<file path="config.mk">
export PLATFORM = sky130hd
export DESIGN_NAME = hazard_ctrl
export DESIGN_NICKNAME = d
export VERILOG_FILES = /design/src/rtl/swt16_pkg.sv /design/src/rtl/hazard_ctrl_fwd_match.sv /design/src/rtl/hazard_ctrl.sv
export SDC_FILE = /design/constraint.sdc
export NUM_CORES = 1
export LEC_CHECK = 0
export ABC_CLOCK_PERIOD_IN_PS = 1200
export BUFFER_PORTS_ARGS = -buffer_cell sky130_fd_sc_hd__buf_2
export CELL_PAD_IN_SITES_DETAIL_PLACEMENT = 1
export CELL_PAD_IN_SITES_GLOBAL_PLACEMENT = 2
export CORE_ASPECT_RATIO = 0.5
export CORE_UTILIZATION = 15
export CTS_CLUSTER_SIZE = 30
export DETAILED_ROUTE_END_ITERATION = 12
export PLACE_DENSITY_LB_ADDON = 0.1
export SYNTH_ARGS = -nofsm -noshare
export SYNTH_HDL_FRONTEND = slang
export SYNTH_SLANG_ARGS = --single-unit
</file>
<file path="constraint.sdc">
create_clock -name clock -period 1.2 [get_ports clock]
set_input_delay 0.06 -clock clock [delete_from_list [all_inputs] [get_ports clock]]
set_output_delay 0.06 -clock clock [all_outputs]
set_load 0.01 [all_outputs]
</file>
<file path="src/rtl/swt16_pkg.sv">
// ============================================================================
// Module   : swt16_pkg
// Brief    : Shared pipeline-control types and constants: hazard FSM state
//            encoding and operand forwarding select codes.
// Revision : 1.0 - initial release
// ============================================================================
`default_nettype none

package swt16_pkg;

    // Hazard controller FSM, 2-bit encoding with fixed code points
    typedef enum logic [1:0] {
        ST_RUN        = 2'd0,
        ST_LOAD_STALL = 2'd1,
        ST_FLUSH      = 2'd2
    } hz_state_t;

    // Operand source select seen by the decode/exec operand muxes
    typedef logic [1:0] fwd_sel_t;

    localparam fwd_sel_t FWD_REGFILE = 2'd0;
    localparam fwd_sel_t FWD_EX      = 2'd1;
    localparam fwd_sel_t FWD_MEM     = 2'd2;

endpackage : swt16_pkg

`default_nettype wire

</file>
<file path="src/rtl/hazard_ctrl_fwd_match.sv">
// ============================================================================
// Module   : fwd_match
// Brief    : Per-operand forwarding comparator. Picks the youngest in-flight
//            producer of the operand: exec (non-load) first, then mem, else
//            the register file.
// Revision : 1.0 - initial release
// ============================================================================
`default_nettype none

module fwd_match
    import swt16_pkg::*;
#(
    parameter int REG_IDX_WIDTH = 4
) (
    input  logic                     i_dec_valid,
    input  logic                     i_uses_src,
    input  logic [REG_IDX_WIDTH-1:0] i_src_idx,
    input  logic                     i_ex_write,
    input  logic                     i_ex_load,
    input  logic [REG_IDX_WIDTH-1:0] i_ex_idx,
    input  logic                     i_mem_write,
    input  logic [REG_IDX_WIDTH-1:0] i_mem_idx,
    input  logic                     i_block,
    output fwd_sel_t                 o_fwd_sel
);

    logic w_ex_hit;
    logic w_mem_hit;

    // A load in exec has no data yet, so it never forwards from exec
    assign w_ex_hit  = i_ex_write & ~i_ex_load & (i_ex_idx == i_src_idx);
    assign w_mem_hit = i_mem_write & (i_mem_idx == i_src_idx);

    // Priority select: exec is the younger producer and wins a double match
    always_comb begin
        o_fwd_sel = FWD_REGFILE;
        if (i_dec_valid && i_uses_src && !i_block) begin
            if (w_ex_hit) begin
                o_fwd_sel = FWD_EX;
            end else if (w_mem_hit) begin
                o_fwd_sel = FWD_MEM;
            end
        end
    end

endmodule : fwd_match

`default_nettype wire

</file>
<file path="src/rtl/hazard_ctrl.sv">
// ============================================================================
// Module   : hazard_ctrl
// Brief    : Pipeline hazard controller. Detects load-use hazards (one-cycle
//            stall + exec bubble), handles exec-stage redirects (flush window
//            of FLUSH_CYCLES cycles including the redirect cycle) and drives
//            the operand forwarding selects.
// Revision : 1.0 - initial release
// ============================================================================
`default_nettype none

module hazard_ctrl
    import swt16_pkg::*;
#(
    parameter int REG_IDX_WIDTH = 4,
    parameter int PC_WIDTH      = 12,
    parameter int FLUSH_CYCLES  = 2
) (
    input  logic                     clock,
    input  logic                     reset,
    input  logic                     in_dec_valid,
    input  logic                     in_dec_uses_src1,
    input  logic                     in_dec_uses_src2,
    input  logic [REG_IDX_WIDTH-1:0] in_dec_src1_idx,
    input  logic [REG_IDX_WIDTH-1:0] in_dec_src2_idx,
    input  logic                     in_ex_act_write_res_to_reg,
    input  logic                     in_ex_act_load_dmem,
    input  logic [REG_IDX_WIDTH-1:0] in_ex_res_reg_idx,
    input  logic                     in_mem_act_write_res_to_reg,
    input  logic [REG_IDX_WIDTH-1:0] in_mem_res_reg_idx,
    input  logic                     in_set_pc,
    input  logic [PC_WIDTH-1:0]      in_branch_pc,
    output logic                     out_stall_fetch,
    output logic                     out_stall_decode,
    output logic                     out_bubble_exec,
    output logic                     out_flush_front,
    output logic [1:0]               out_fwd_sel_src1,
    output logic [1:0]               out_fwd_sel_src2,
    output logic                     out_set_pc,
    output logic [PC_WIDTH-1:0]      out_branch_pc
);

    // Counter reload: cycles still to spend in FLUSH after the redirect cycle
    localparam logic [2:0] c_cnt_load = 3'(FLUSH_CYCLES - 1);

    hz_state_t r_state;
    hz_state_t w_state_next;
    logic [2:0] r_cnt;
    logic [2:0] w_cnt_next;

    logic w_load_use;
    logic w_fwd_block;

    logic                     w_uses  [2];
    logic [REG_IDX_WIDTH-1:0] w_idx   [2];
    fwd_sel_t                 w_fwd_sel [2];

    assign w_load_use = in_dec_valid & in_ex_act_load_dmem & in_ex_act_write_res_to_reg &
                        ((in_dec_uses_src1 & (in_dec_src1_idx == in_ex_res_reg_idx)) |
                         (in_dec_uses_src2 & (in_dec_src2_idx == in_ex_res_reg_idx)));

    // Decode contents are being squashed in FLUSH, and reset zeroes all outputs
    assign w_fwd_block = reset | (r_state == ST_FLUSH);

    assign w_uses[0] = in_dec_uses_src1;
    assign w_uses[1] = in_dec_uses_src2;
    assign w_idx[0]  = in_dec_src1_idx;
    assign w_idx[1]  = in_dec_src2_idx;

    generate
        for (genvar g = 0; g < 2; g++) begin : g_fwd
            fwd_match #(
                .REG_IDX_WIDTH (REG_IDX_WIDTH)
            ) u_fwd_match (
                .i_dec_valid (in_dec_valid),
                .i_uses_src  (w_uses[g]),
                .i_src_idx   (w_idx[g]),
                .i_ex_write  (in_ex_act_write_res_to_reg),
                .i_ex_load   (in_ex_act_load_dmem),
                .i_ex_idx    (in_ex_res_reg_idx),
                .i_mem_write (in_mem_act_write_res_to_reg),
                .i_mem_idx   (in_mem_res_reg_idx),
                .i_block     (w_fwd_block),
                .o_fwd_sel   (w_fwd_sel[g])
            );
        end
    endgenerate

    assign out_fwd_sel_src1 = w_fwd_sel[0];
    assign out_fwd_sel_src2 = w_fwd_sel[1];

    // State and flush counter registers
    always_ff @(posedge clock or posedge reset) begin
        if (reset) begin
            r_state <= ST_RUN;
            r_cnt   <= 3'd0;
        end else begin
            r_state <= w_state_next;
            r_cnt   <= w_cnt_next;
        end
    end

    // Next state and stall/flush/redirect outputs; a redirect outranks everything
    always_comb begin
        w_state_next     = r_state;
        w_cnt_next       = r_cnt;
        out_stall_fetch  = 1'b0;
        out_stall_decode = 1'b0;
        out_bubble_exec  = 1'b0;
        out_flush_front  = 1'b0;
        out_set_pc       = 1'b0;
        out_branch_pc    = '0;
        if (reset) begin
            w_state_next = ST_RUN;
            w_cnt_next   = 3'd0;
        end else if (in_set_pc) begin
            out_set_pc      = 1'b1;
            out_branch_pc   = in_branch_pc;
            out_flush_front = 1'b1;
            out_bubble_exec = (r_state == ST_FLUSH);
            w_cnt_next      = c_cnt_load;
            w_state_next    = ST_FLUSH;
        end else begin
            case (r_state)
                ST_RUN: begin
                    if (w_load_use) begin
                        out_stall_fetch  = 1'b1;
                        out_stall_decode = 1'b1;
                        out_bubble_exec  = 1'b1;
                        w_state_next     = ST_LOAD_STALL;
                    end
                end
                ST_LOAD_STALL: begin
                    // Load has moved to mem; operand now comes via mem forwarding
                    w_state_next = ST_RUN;
                end
                ST_FLUSH: begin
                    out_flush_front = 1'b1;
                    out_bubble_exec = 1'b1;
                    // Leave once this cycle's decrement brings the counter to 0
                    if (r_cnt <= 3'd1) begin
                        w_cnt_next   = 3'd0;
                        w_state_next = ST_RUN;
                    end else begin
                        w_cnt_next = r_cnt - 3'd1;
                    end
                end
                default: begin
                    w_cnt_next   = 3'd0;
                    w_state_next = ST_RUN;
                end
            endcase
        end
    end

endmodule : hazard_ctrl

`default_nettype wire

</file>
==> flow_summary.json <==
{
  "status": "complete, but fails checks",
  "violations": "setup timing",
  "layout_min_cycle_time_ps": 1480,
  "hold_class": "in2reg",
  "multi_input_area_sq_um": 592,
  "p_leak_nw": 0.654,
  "path_clk_slew_ps": 40,
  "met2_length_um": 1180,
  "die_x_um": 94.1,
  "n_fill_cell": 485,
  "path_cells": "nor2b_4 -> buf_4 -> buf_4 -> buf_4 -> nor2_2 -> nor2_1 -> buf_2",
  "path_class": "reg2out",
  "worstHoldStart": "reset",
  "postLayoutCellArea_sq_um": 1270,
  "antenna_found_initial": 0,
  "crit_family": "buffers and inverters",
  "tightest_slew_ps": 296,
  "clk_path_buf_depth": 2,
  "r2r_start": "r_state[0]",
  "cts_tree": "yes",
  "vias_per_cell": 4.15,
  "nNetsFinal": 194,
  "fp-row-count": 16,
  "clkSinkCount": 5,
  "yosys.area.top_type": "dfrtp_1",
  "wl_met1_um": 965,
  "synthDistinctLibCells": 27,
  "crit_path_max_fanout": 3,
  "dpl.hpwl_um": 1930,
  "syn-cell-area_sq_um": 636,
  "place_area_sq_um": 1140,
  "synth.yosys.seq_area_share": 0.197,
  "min_period_over_period": 1.23,
  "dieHeight_um": 48.0,
  "drive_above_1_share": 0.626,
  "rr_endpoint": "r_cnt[0]",
  "whs_ps": 132,
  "end_kind": "output pin",
  "worst_path_max_delay_cell": "dfrtp_1",
  "grtUsageTotal": 0.109,
  "cts-root-buf": "clkbuf_8",
  "synth_common_cells": "and3_1 (12), xnor2_1 (8), xor2_1 (8)",
  "yosys_warnings": 0,
  "hold_violations": 0,
  "syn_inst": 79,
  "core_area_sq_um": 3980,
  "cp.arrival_ps": 1420,
  "synth_edf_count": 0,
  "max-slew-margin-rel": 0.803,
  "start_kind": "register",
  "overflow": 0,
  "ant_nets": 0,
  "grt_max_degree": 16,
  "peakVddDrop_mv": 0.187,
  "grt_first_pass_wirelength_um": 3710,
  "max_freq_mhz": 677,
  "holdPathEnd": "r_cnt[0]",
  "place.gp.congestion": 0.652,
  "power_density_nw_per_um2": 642,
  "synthFlopType": "dfrtp_1",
  "avgRoutedWirePerCell_um": 11.1,
  "cpMostUsedCell": "buf_4",
  "skew_ps": 1.17,
  "start_util": 0.160,
  "grt_pass1_vias": 871,
  "rsz0062_at_grt": "yes",
  "async_flop_share": 1.00,
  "drtIter0Drc": 9,
  "finalSetupViolCount": 12,
  "die_area_sq_um": 4520,
  "cts-buffers-inserted": 3,
  "pin_count": 58,
  "h-tree-depth": 1,
  "synth_nets": 117,
  "setup_tns_ps": -2020,
  "antenna_cells": 0,
  "drv_slew": 0,
  "drc_errors": 0,
  "drv_cap": 0,
  "syn_area_per_cell_sq_um": 8.05,
  "synth.most_common_cell": "and3_1",
  "dr_wl_met3_um": 140,
  "port_buffers": 57,
  "num_vias": 867,
  "wirelength_um": 2320,
  "cp.required_ps": 1140,
  "dpl_worst_slack_ps": -111,
  "setup_slack_ps": -277,
  "synth_area_leaders": "dfrtp_1 (20%), and3_1 (12%), xnor2_1 (11%)",
  "r2r_slack_ps": -150,
  "synth_top_area_share": 0.197,
  "insertion_delay_ps": 230,
  "critPathMaxStageDelay_ps": 400,
  "crit_buf_inv": 4,
  "holdPathStages": 2,
  "ys_ff_latch": 5,
  "seq_area_sq_um": 125,
  "dr.pass1.iters": 2,
  "syn_to_final_growth_pct": 101,
  "top_layer": "met4",
  "rr_worst_depth": 6
}
through the flow:
step / util / power, W / std cells
6_report: 0.320 / 0.000818 / 209
5_1_grt: 0.320 / 0.000870 / 209
4_1_cts: 0.310 / 0.000832 / 208
3_5_place_dp: 0.286 / 0.000480 / 199
3_3_place_gp: 0.286 / 0.000481 / 199
2_1_floorplan: - / 0.000332 / 79
final cells by class:
type                    instances  area share
repair buffers                 76       0.338
clock buffers                   4      0.0353
inverters                       4      0.0118
flip-flops and latches          5      0.0981
multi-input cells              66       0.464
well taps                      54      0.0530
cells in the final DEF, fill, tap and decap left out, drive strengths merged:
cell type,n
a2111oi,2
a21oi,3
a22oi,1
a32oi,1
and2b,1
and3,12
and4b,1
buf,75
clkbuf,4
dfrtp,5
dlygate4sd3,1
ha,1
inv,4
mux2,1
nand2,6
nand3,3
nor2,6
nor2b,1
nor3,3
nor3b,1
nor4,2
nor4b,1
o21ai,3
o2bb2ai,1
xnor2,8
xor2,8
per-layer routing:
| metal | up-vias | global-route usage |
|---|---|---|
| met5 | - | 0 |
| met4 | 0 | 0.0554 |
| met3 | 5 | 0.0222 |
| met2 | 33 | 0.215 |
| met1 | 402 | 0.118 |
| li1 | 427 | - |
state kept, by name (all words and copies together), names as in the netlist:
register and flops:
r_cnt 3, r_state 2
kinds of logic after synthesis:
kind of cell / synth area share
buf+inv: 0.0551
fa+ha+maj: 0.0197
compound gates: 0.118
mux: 0.0177
xor+xnor: 0.220
flops: 0.197
simple gates: 0.372
what timing repair did:
item	CTS	global route
buffers inserted	4	1
pin swaps	2	5
resized for setup	4	9
hold buffers	1	0
setup endpoints to repair	9	13
endpoints found under the hold margin	5	0
how the worst max path moves through the flow:
stage,start,to,cells past startpoint
2_1_floorplan,in_dec_src1_idx[2],out_stall_fetch,5
3_3_place_gp,r_state[1],out_fwd_sel_src1[1],5
3_5_place_dp,r_state[1],out_fwd_sel_src1[1],5
4_1_cts,r_state[1],out_fwd_sel_src1[1],5
5_1_grt,r_state[1],out_fwd_sel_src1[1],5
6_report,r_state[0],out_flush_front,7
worst reg2reg max path, cell delays in order, from the launching register on:
cell     delay, ps
dfrtp_1        400
nor2b_4        160
buf_4          140
buf_4          100
o21ai_1         70
mux2_2         260
a21oi_1        130
power by group:
group	leakage [nW]	switching, W	internal, W	total, W
registers	0.0674	0.00000139	0.000174	0.000175
clock network	0.0228	0.0000953	0.000229	0.000324
logic	0.564	0.000162	0.000157	0.000319
total	0.654	0.000259	0.000559	0.000818
Power figures use the tool's default switching activity.
